**src/rtl/seq_frame_tx.sv**
```systemverilog
// rtl/seq_frame_tx.sv - serial frame transmitter: SYNC pattern, MSB-first payload, zero gap
module seq_frame_tx #(
   parameter int                DATA_W  = 8,
   parameter int                SYNC_W  = 4,
   parameter logic [SYNC_W-1:0] SYNC    = 4'b1011,
   parameter int                GAP_LEN = 2
) (
   input  logic              clk,
   input  logic              rst_n,
   input  logic              valid,
   input  logic [DATA_W-1:0] data_in,
   output logic              ready,
   output logic              out,
   output logic              out_en,
   output logic              busy,
   output logic              done
);

   localparam int MAX_LEN = (SYNC_W > DATA_W) ? ((SYNC_W > GAP_LEN) ? SYNC_W : GAP_LEN)
                                               : ((DATA_W > GAP_LEN) ? DATA_W : GAP_LEN);
   localparam int CNT_W = $clog2(MAX_LEN + 1);
   localparam int SH_W  = SYNC_W + DATA_W;

   localparam logic [CNT_W-1:0] SYNC_LAST = CNT_W'(SYNC_W - 1);
   localparam logic [CNT_W-1:0] DATA_LAST = CNT_W'(DATA_W - 1);
   localparam logic [CNT_W-1:0] GAP_LAST  = CNT_W'(GAP_LEN - 1);
   localparam logic [CNT_W-1:0] CNT_ONE   = CNT_W'(1);

   typedef enum logic [1:0] {
      S_IDLE = 2'd0,
      S_SYNC = 2'd1,
      S_DATA = 2'd2,
      S_GAP  = 2'd3
   } state_t;

   state_t            state, state_nx;
   logic [CNT_W-1:0]  cnt, cnt_nx;
   logic [SH_W-1:0]   sh, sh_nx;
   logic [SH_W-1:0]   load_word;
   logic              out_nx, out_en_nx, busy_nx, done_nx;

   // Sync and payload share one shift register so both phases just emit the MSB.
   assign load_word = {SYNC, data_in};
   assign ready     = (state == S_IDLE);

   always_ff @(posedge clk or negedge rst_n) begin
      if (!rst_n) begin
         state  <= S_IDLE;
         cnt    <= '0;
         sh     <= '0;
         out    <= 1'b0;
         out_en <= 1'b0;
         busy   <= 1'b0;
         done   <= 1'b0;
      end else begin
         state  <= state_nx;
         cnt    <= cnt_nx;
         sh     <= sh_nx;
         out    <= out_nx;
         out_en <= out_en_nx;
         busy   <= busy_nx;
         done   <= done_nx;
      end
   end

   always_comb begin
      state_nx  = state;
      cnt_nx    = cnt;
      sh_nx     = sh;
      out_nx    = 1'b0;
      out_en_nx = 1'b0;
      busy_nx   = 1'b0;
      done_nx   = 1'b0;

      case (state)
         S_IDLE: begin
            if (valid) begin
               state_nx  = S_SYNC;
               cnt_nx    = SYNC_LAST;
               out_nx    = load_word[SH_W-1];
               sh_nx     = load_word << 1;
               out_en_nx = 1'b1;
               busy_nx   = 1'b1;
            end
         end

         S_SYNC, S_DATA: begin
            out_nx    = sh[SH_W-1];
            sh_nx     = sh << 1;
            out_en_nx = 1'b1;
            busy_nx   = 1'b1;
            if (cnt != '0) begin
               cnt_nx = cnt - CNT_ONE;
            end else if (state == S_SYNC) begin
               state_nx = S_DATA;
               cnt_nx   = DATA_LAST;
            end else begin
               state_nx  = S_GAP;
               cnt_nx    = GAP_LAST;
               sh_nx     = sh;
               out_nx    = 1'b0;
               out_en_nx = 1'b0;
               done_nx   = 1'b1;
            end
         end

         S_GAP: begin
            if (cnt != '0) begin
               cnt_nx  = cnt - CNT_ONE;
               busy_nx = 1'b1;
            end else begin
               state_nx = S_IDLE;
               cnt_nx   = '0;
            end
         end

         default: begin
            state_nx = S_IDLE;
            cnt_nx   = '0;
         end
      endcase
   end

endmodule

```
**config.mk**
```make
export PLATFORM = sky130hd
export DESIGN_NAME = seq_frame_tx
export DESIGN_NICKNAME = d
export VERILOG_FILES = /design/src/rtl/seq_frame_tx.sv
export SDC_FILE = /design/constraint.sdc
export NUM_CORES = 1
export LEC_CHECK = 0
export BUFFER_PORTS_ARGS = -buffer_cell sky130_fd_sc_hd__buf_2
export CORE_UTILIZATION = 45
export DETAILED_ROUTE_END_ITERATION = 10
export PLACE_DENSITY = 0.7
export SYNTH_ARGS = -nofsm -noshare
export SYNTH_HDL_FRONTEND = slang
export SYNTH_SLANG_ARGS = --single-unit
export TNS_END_PERCENT = 1
```
**constraint.sdc**
```tcl
create_clock -name clk -period 2.6 [get_ports clk]
set_clock_uncertainty 0.15 [all_clocks]
set_input_delay 0.52 -clock clk [delete_from_list [all_inputs] [get_ports clk]]
set_output_delay 0.52 -clock clk [all_outputs]
set_load 0.02 [all_outputs]
```
==> metrics.md <==
| Metric | Value |
|---|---|
| P&R area growth vs syn | `11.51%` |
| Drt pass-1 iters | `4` |
| N_diodes | `0` |
| Syn_area_per_cell | `between 10 and 15 sq um` |
| Max Fanout on Critical Path | `17` |
| I/O pin count | `16` |
| Cells after Synth | `100` |
| CP arrival | `around 2200 ps` |
| Dpl hpwl | `around 1700 um` |
| Post-Syn Area | `1196 sq um` |
| Post-Route Utilization | `about 53%` |
| Peak supply drop | `about 0.00093 V` |
| Fin area | `around 1300 sq um` |
| Port bufs | `15` |
| Seq/Total Area, Yosys | `a little over two fifths` |
| Worst hold path class | `in -> reg` |
| Share of the synthesized area in the top cell type | `a little over two fifths` |
| CTS Buf Count | `3` |
| Critical path type | `reg -> reg` |
| Drt via density | `5.615` |
| Max Freq | `between 0.4 and 0.5 GHz` |
| Die height | `~54 um` |
| Initial Utilization | `a little under half` |
| Number of synthesized flops with an enable pin | `0` |
| Iter 0 DRT Violations | `38` |
| CTS Root Cell | `clkbuf_4` |
| Status | `finished, final reports clean` |
| Die width | `~54 um` |
| Yosys reg bits | `21` |
| Vias in the first global route | `roughly 800` |
| TNS Setup | `0 ps` |
| Layout cells sized above 1 | `37.29%` |
| Clock latency on the worst-skew pair | `310 ps` |
| Global-route wire length before repair | `3643 um` |
| Slowest cell on the critical path | `dfrtp_1` |
| Critical Path Sink Type | `register` |
| Max transition margin | `between 60% and 70%` |
| Pin count of the biggest net entering global routing | `22` |
| # Max-Cap Violations | `0` |
| Crit path max-delay family | `buffers and inverters` |
| GPL Wtd Cong | `between 0.8 and 0.9` |
| Setup violators final | `0` |
| Worst-Margin Slew | `roughly 500 ps` |
| Antenna violations before repair | `0` |
| CP Data Required Time | `2660 ps` |
| DP Area | `1296 sq um` |
| Asr flop ratio synth | `100.0%` |
| Crit-path cells | `inv_1 -> ha_1 -> buf_4 -> a21oi_2 -> buf_4 -> mux2_2` |
| Library cells used by synthesis | `34` |
| Layout net count | `between 100 and 150` |
| Final min period | `about 2200 ps` |
| Drt drc | `0` |
| Core area | `2500 sq um` |
| DR vias | `between 800 and 900` |
| Reg-to-reg setup timing slack | `420 ps` |
| Ys Warns | `0` |
| Critical Path Start Type | `register` |
| Drt wl/cell | `approximately 15 um` |
| RSZ-0062 raised after global routing | `false` |
| Post-route ant nets | `0` |
| Tcrit/Tclk final | `a little over four fifths` |
| Gr usage total | `~18%` |
| Clk pin slew, worst setup/hold paths | `between 100 and 150 ps` |
| Power density cells | `around 1500 nW/um^2` |
| GRT overflow | `0` |
| Area leader, netlist | `dfrtp_1` |
| WP buf/inv | `3` |
| Lkg Pwr | `~0.64 nW` |
| Fillers | `220` |
| Synth Flop Type | `dfrtp_1` |
| Max clock buf depth | `2` |
| CTS tree | `built` |
| Die Area | `between 2000 and 3000 sq um` |
| Main area contributors after synthesis | `dfrtp_1 44%, mux2_4 8.8%, mux2_2 8.5%` |
| Synth Net Count | `between 100 and 150` |
| Num Clock Sinks | `21` |
| H-tree levels | `1` |
| Post-Route WL | `about 2300 um` |
| CP most frequent cell | `buf_4` |
| Slew Viols, Final | `0` |
| Critical Path Max Stage Delay | `around 430 ps` |
| Final count of hold timing violations | `0` |
| Cell Rows | `18` |
## worst min-delay path, cell delays in order
cell and delay, ps:
buf_2 120, nand2_1 50, o21ai_0 80
## flip-flops by register name, summed over array words and instances, names as in the netlist
signal	cells
cnt	4
busy	1
state	2
done	1
sh	11
out	1
out_en	1
## timing repair
| action | 4_1_cts | 5_1_grt |
|---|---|---|
| endpoints found under the setup margin | 0 | 0 |
| setup buffers | 0 | 0 |
| endpoints found under the hold margin | 3 | 0 |
| hold buffers | 1 | 0 |
| gates resized for setup | 0 | 0 |
## metrics by stage
| stage | hold slack (ps) | power (W) | setup WS (ps) | instances |
|---|---|---|---|---|
| floorplan | 74.41 | 0.001655 | 672.5 | 100 |
| global placement | 335.8 | 0.001837 | 532.0 | 143 |
| detailed placement | 346.2 | 0.001875 | 424.2 | 143 |
| CTS | 329.6 | 0.002049 | 403.6 | 148 |
| global route | 359.4 | 0.002195 | 311.1 | 148 |
| finish | 344.7 | 0.002036 | 415.6 | 148 |
## synth_stat cells, types with 3 or more instances
library cell / n
dfrtp_1: 21
mux2_2: 9
ha_1: 7
inv_1: 7
mux2_4: 7
o21ai_0: 6
a21oi_1: 5
mux2i_1: 3
nand2_1: 3
nor3_1: 3
## routing by layer
metal  GRT usage, %  routed length [um]  share of wire (%)  vias up
met5              0                   0                  0        -
met1          25.76                1048                 46      398
met3          2.542                 122                5.3        5
met2          27.71                1073                 47       31
li1               -                   -                  -      397
met4          7.895                  41                1.8        0
## final timing paths
kind,from,to,cells after the start
max in group asynchronous,rst_n,out_en$_DFF_PN0_,2
min in group asynchronous,rst_n,sh[1]$_DFFE_PN0P_,2
min reg2reg,sh[7]$_DFFE_PN0P_,sh[7]$_DFFE_PN0P_,1
max reg2reg,state[0]$_DFFE_PN0P_,sh[7]$_DFFE_PN0P_,6
max,state[0]$_DFFE_PN0P_,sh[7]$_DFFE_PN0P_,6
min,valid,busy$_DFF_PN0_,3
## kinds of logic after synthesis
logic type	Yosys count	share of synthesized area, %
DFF	21	43.93
adders and majority gates	7	7.322
and+or+nand+nor	18	10.25
AOI/OAI and AO/OA	23	13.60
buffers and inverters	12	5.126
muxes	19	19.77
## layout by cell type (no fill, tap or decap), drive strengths merged, types with 3 or more instances in the layout
master  count
a21oi       6
buf        18
clkbuf      3
dfrtp      21
ha          7
inv         7
mux2       16
mux2i       3
nand2       3
nor3        3
o21ai       6
## where the power goes
part | total (W) | leakage (nW) | switching (W) | internal [W]
Sequential | 0.000576 | 0.251 | 0.0000905 | 0.000486
Clock | 0.000156 | 0.0177 | 0.0000989 | 0.0000575
Combinational | 0.00130 | 0.372 | 0.000634 | 0.000669
Total | 0.00204 | 0.641 | 0.000824 | 0.00121
## layout make-up
type / count / area, sq um / share of cell area, %
clock buffers: 3 / 22.52 / 1.689
clock inverters: 1 / 5.005 / 0.3752
inverters: 7 / 26.28 / 1.970
multi-input cells: 67 / 609.3 / 45.68
flip-flops and latches: 21 / 525.5 / 39.40
well taps: 30 / 37.54 / 2.814
repair buffers: 19 / 107.6 / 8.068
No activity file was read; power rests on OpenSTA's default activity.
